### src/rtl/instr_fetch_unit.sv
// instr_fetch_unit: fetch FSM for a 1-cycle-latency instruction memory with branch redirect and halt.
// Define IFU_INSTR_COUNT_EN to build the saturating advance/halt counter.
module instr_fetch_unit #(
  parameter logic [31:0] RESET_PC = 32'h0000_0000,
  parameter int unsigned PC_STEP  = 4
) (
  input  logic        clk,
  input  logic        rst,
  input  logic        pc_stall,
  input  logic        branch_taken,
  input  logic [31:0] branch_target,
  input  logic        halt_now,
  output logic        imem_en,
  output logic [31:0] imem_addr,
  input  logic [31:0] imem_rdata,
  output logic [31:0] instr,
  output logic [5:0]  opcode,
  output logic [3:0]  funct,
  output logic        instr_valid,
  output logic [31:0] pc,
  output logic        misalign_err,
  output logic        halted,
  output logic [31:0] instr_count
);
  typedef enum logic [1:0] {S_REQ, S_CAPT, S_WAIT, S_HALT} state_t;
  state_t      state_q, state_d;
  logic [31:0] pc_q, pc_d, instr_q, instr_d;
  logic        valid_q, valid_d, mis_q, mis_d, adv, halt_go;
  assign halt_go = (state_q != S_HALT) && halt_now;
  assign adv     = (state_q == S_WAIT) && !pc_stall && !halt_now;
  always_comb begin
    state_d = state_q;
    pc_d    = pc_q;
    instr_d = instr_q;
    valid_d = valid_q;
    mis_d   = mis_q;
    if (halt_go) state_d = S_HALT;
    else case (state_q)
      S_REQ:  state_d = S_CAPT;
      S_CAPT: begin
        state_d = S_WAIT;
        instr_d = imem_rdata;
        valid_d = 1'b1;
      end
      S_WAIT: if (adv) begin
        state_d = S_REQ;
        valid_d = 1'b0;
        pc_d    = branch_taken ? {branch_target[31:2], 2'b00} : pc_q + 32'(PC_STEP);
        mis_d   = mis_q | (branch_taken && branch_target[1:0] != 2'b00);
      end
      default: state_d = state_q;
    endcase
  end
  always_ff @(posedge clk) begin
    if (!rst) begin
      state_q <= S_REQ;
      pc_q    <= RESET_PC;
      instr_q <= '0;
      valid_q <= 1'b0;
      mis_q   <= 1'b0;
    end else begin
      state_q <= state_d;
      pc_q    <= pc_d;
      instr_q <= instr_d;
      valid_q <= valid_d;
      mis_q   <= mis_d;
    end
  end
`ifdef IFU_INSTR_COUNT_EN
  logic [31:0] cnt_q, cnt_d;
  assign cnt_d = ((adv || halt_go) && ~&cnt_q) ? cnt_q + 32'd1 : cnt_q;
  always_ff @(posedge clk) cnt_q <= !rst ? '0 : cnt_d;
  assign instr_count = cnt_q;
`else
  assign instr_count = '0;
`endif
  assign imem_en      = state_q == S_REQ;
  assign imem_addr    = pc_q;
  assign pc           = pc_q;
  assign instr        = instr_q;
  assign opcode       = instr_q[31:26];
  assign funct        = instr_q[3:0];
  assign instr_valid  = valid_q;
  assign misalign_err = mis_q;
  assign halted       = state_q == S_HALT;
endmodule

### config.mk
export PLATFORM = sky130hd
export DESIGN_NAME = instr_fetch_unit
export DESIGN_NICKNAME = d
export VERILOG_FILES = /design/src/rtl/instr_fetch_unit.sv
export SDC_FILE = /design/constraint.sdc
export NUM_CORES = 1
export LEC_CHECK = 0
export CAP_MARGIN = 0
export CORE_MARGIN = 4
export CORE_UTILIZATION = 30
export DETAILED_ROUTE_END_ITERATION = 8
export HOLD_SLACK_MARGIN = 0.08
export PLACE_DENSITY = 0.67
export SYNTH_ARGS = -nofsm -noshare
export SYNTH_HDL_FRONTEND = slang
export SYNTH_SLANG_ARGS = --single-unit
### constraint.sdc
create_clock -name clk -period 3.12 [get_ports clk]
set_input_delay 0.312 -clock clk [delete_from_list [all_inputs] [get_ports clk]]
set_output_delay 0.312 -clock clk [all_outputs]
set_load 0.02 [all_outputs]
# Word level (Yosys, flattened, before mapping)
# Index checks and enable logic that the tools add are counted.
[totals]
register_bits = 68
input_bits = 69
out_inout_bits = 142
wordCells = 34
[classes]
addsub = 1
n_eq_ne = 6
muxes = 6
n_bitwise = 2
n_reduce_logical = 14
[op_table]
columns = ["cell", "count"]
rows = [
  ["$add A32 B3 Y32 const B", 1],
  ["$mux W32", 1],
  ["$pmux W2 S3", 1],
  ["$reduce_and A3 Y1", 2],
  ["$eq A2 B2 Y1 const B", 2],
  ["$logic_and A1 B1 Y1", 4],
  ["$mux W2", 2],
  ["$ne A2 B2 Y1 const B", 2],
  ["$reduce_and A2 Y1", 2],
  ["$reduce_bool A2 Y1", 2],
  ["$reduce_bool A4 Y1", 1],
  ["$ne A3 B3 Y1 const B", 1],
  ["$eq A2 B1 Y1 const B", 1],
  ["$logic_not A1 Y1", 2],
  ["$logic_not A2 Y1", 1],
  ["$pmux W1 S2", 1],
  ["$mux W1", 1],
  ["$not A1 Y1", 1],
  ["$or A1 B1 Y1", 1],
]

# Depth between registers and ports, before layout
[depth]
depth_word = 6
mapped_depth = 8
mapped_depth_nobuf = 7

# Worst setup path after synthesis
# No wires, ideal clock.
[synth_timing]
kind = "reg2reg"
startpoint = "reg pc_q[2] (netlist: imem_addr[2])"
endpoint = "reg pc_q[22] (netlist: imem_addr[22])"
setup_ns = 0.119
arrival_ns = 1.957
t_required_ns = 3.001
path_slack_ns = 1.044
stages_incl_launch_ff = 8
path_buffers = 1
synth_period_minus_slack_ns = 2.076
cell_sequence = "dfxtp_1 ha_1 nand3_1 or2_0 buf_2 nor4b_2 a31oi_1 o221a_2"
[synth_via]
elab_chain_len = 2
[synth_rtl]
columns = ["item", "line", "rtl"]
rows = [
  ["start: declaration", "27", "logic [31:0] pc_q, pc_d, instr_q, instr_d;"],
  ["start signal: assignment", "63", "pc_q <= pc_d;"],
  ["$add A32 B3 Y32", "48", "pc_d = branch_taken ? {branch_target[31:2], 2'b00} : pc_q + 32'(PC_STEP);"],
  ["$mux W32", "48", ""],
]
# Every way passes these cells.
# A chain may end at the register's enable or synchronous reset.

# Worst setup path after layout
# Same ends and word-level chain as after synthesis.

==> results.yml <==
status:
  status: "finished clean"
pwr:
  ir_drop_uv: 287.3
  powerDensity_nw_per_um2: 435.0
  leakage_uw: 0.001990
cts:
  clkSinkCount: 66
  hold_buffers: 0
  cts_setup_buffers: 0
  cts_buffer_depth: 2
  htree_levels: 3
  cts_resized: 0
  cts_tree: "built"
  clkTransAtPathRegs_ns: 0.06
  clock_latency_ns: 0.33
  clock-root-buffer: "clkbuf_16"
  cts_buffers: 9
layout:
  area_delta_synth_final_pct: 44.67
  fin_cells: 807
  fin_nets: 704
  drive_gt1_frac: 0.05984
  regArea_um2: 1321
  num_antenna_cells: 0
  fillCellCount: 1259
  multi_input_area_um2: 1976
timing:
  fin_ws_ns: 0.8675
  hold_viol: 0
  finalCritPeriodShare: 0.7219
  rsz0062_at_grt: "false"
  finalSetupTns_ns: 0
  finalClockSkew_ns: 0.01044
  slew_headroom: 0.2581
  drv_slew: 0
  fmax_mhz: 444.0
  timing.final.setup_violations: 0
  tightest_slew_ns: 1.113
  final.min_clock_period_ns: 2.252
route:
  top_layer: "met4"
  firstDrtPassIters: 5
  wire_per_inst_um: 15.45
  wl_mm: 12.47
  wl_met2_mm: 6.460
  wl_met1_mm: 4.943
  via_count: 3991
  drtIter0Drc: 234
  ant_nets: 0
  drc_errors: 0
  viasPerCell: 4.945
  dr_wl_met3_um: 887
yosys:
  yosysSeqAreaShare: 0.3409
  async_reset_ff_frac: 0
  ys_seq_elements: 66
  yosys_warnings: 0
  syn_area_per_cell_um2: 7.586
  synth_top_area_share: 0.3409
  synth_cell_types: 53
  synth_edf_count: 0
  synth_top_cell_by_area: "dfxtp_1"
  syn_area_um2: 3876
  synthTopCellsByArea: "dfxtp_1 34%, buf_4 15%, nand2_1 9.0%, a21oi_1 7.2%, nor2_1 3.2%"
  synth_ff_type: "dfxtp_1"
  synthCells: 511
global_routing:
  grt_max_degree: 56
  antenna_found_initial: 0
  track_usage: 0.1628
  grt_pass1_wl_mm: 19.54
  grt_overflow: 0
  first_global_vias: 3778
worst_hold_path:
  min_path_type: "reg -> reg"
die:
  ioPinCount: 211
  rows: 41
  die_h_um: 121.7
  dieArea_um2: 14800
  core_area_um2: 12620
  dieWidth_um: 121.7
  start_util: 0.3072
setup_path:
  arrival_ns: 2.47
  worstSetupPathType: "reg -> reg"
  reg2reg_slack_ns: 0.87
  cp_data_required_time_ns: 3.34
  critPathMaxFanout: 8
  cpPeakStageDelay_ns: 0.47
  end_kind: "flop"
  start_kind: "flop"
  crit_buf_inv: 0
  cpMaxStageDelayCell: "or2_0"
  cp_top_family: "simple AND/OR/NAND/NOR gates"
  path_cells: "ha_1, nand3_1, or2_0, nor4b_2, a31oi_1, o221a_2"
run:
  maxCapViolCount: 0
place:
  post-dp-hpwl_mm: 9.110
  gp_congestion: 0.8340
  port_buffers: 174
  placed_cells: 791
  pre_cts_slack_ns: 0.8688
-- metrics by stage --
stage               area [um2]  total power, uW  hold WS (ns)  utilization
finish                    5608             2439        0.4564       0.4444
global route              5608             2549        0.4830       0.4444
CTS                       5608             2467        0.4583       0.4444
detailed placement        5313             1458        0.4501       0.4210
global placement          5313             1450        0.4419       0.4210
floorplan                 4008             1259        0.4480            -
-- state kept, by name, indices dropped and copies added, names as in the netlist --
signal and cells:
misalign_err 1, imem_addr 30, instr_valid 1, instr 32, state_q 2
-- tightest hold or removal path, delay by kind of cell, from the launching register on --
family             cells  cell delay (ns)
AOI/OAI and AO/OA      1             0.05
DFF                    1             0.31
and+or+nand+nor        1             0.05
-- worst paths after layout --
path / start / endpoint / depth (start not counted)
setup / recovery: imem_addr[2] / imem_addr[22] / 6
hold / removal: instr[18] / instr[18] / 2
setup reg to reg: imem_addr[2] / imem_addr[22] / 6
hold reg to reg: instr[18] / instr[18] / 2
-- cells in the final DEF, fill, tap and decap left out, types with 9 or more instances in the layout --
cell type,synthesis,routed
o21ai_0,18,18
a21oi_1,56,56
nand3_1,17,17
conb_1,1,36
nand2_1,93,93
clkdlybuf4s50_1,0,173
a31oi_1,11,11
nor3_1,10,10
clkbuf_16,0,9
dfxtp_1,66,66
nor2_1,33,33
-- metal layers --
metal,vias to the layer above,GRT usage
met4,0,0.06092
met1,1889,0.1990
met3,14,0.02553
met5,-,0
li1,1909,-
met2,179,0.2877
-- power breakdown --
| part | internal (uW) | switching (uW) |
|---|---|---|
| Combinational | 232 | 279 |
| Sequential | 887 | 40.4 |
| Clock | 617 | 384 |
-- cell usage after synthesis (4+ instances only) --
library cell,count
o22ai_1,6
a21oi_1,56
a31oi_1,11
and4_1,4
ha_1,5
clkbuf_1,25
nor3_1,10
nor4_2,4
nand2_1,93
o211ai_1,4
buf_4,76
buf_2,5
a21o_1,4
mux2i_1,8
inv_1,4
and3_1,8
o21a_1,4
dfxtp_1,66
o21ai_0,18
nand3_1,17
a211oi_1,4
nor2_1,33
nand4_1,6
-- final cells by class --
class,instances,area share
clock buffers,9,0.04016
clock inverters,7,0.01249
inverters,5,0.003347
multi-input cells,368,0.3523
flip-flops and latches,66,0.2356
well taps,172,0.03838
repair buffers,180,0.3177
-- cells by family (layout without fill, tap and decap cells) --
| kind of cell | after synthesis | in the layout | synth area share |
|---|---|---|---|
| compound gates | 126 | 126 | 0.1979 |
| buf+inv | 112 | 201 | 0.1856 |
| simple gates | 193 | 193 | 0.2379 |
| fa+ha+maj | 5 | 5 | 0.01614 |
| flops | 66 | 66 | 0.3409 |
| mux | 8 | 8 | 0.02066 |
| other cells | 1 | 36 | 0.0009674 |
Note: power is estimated with default switching activity, not from simulation.
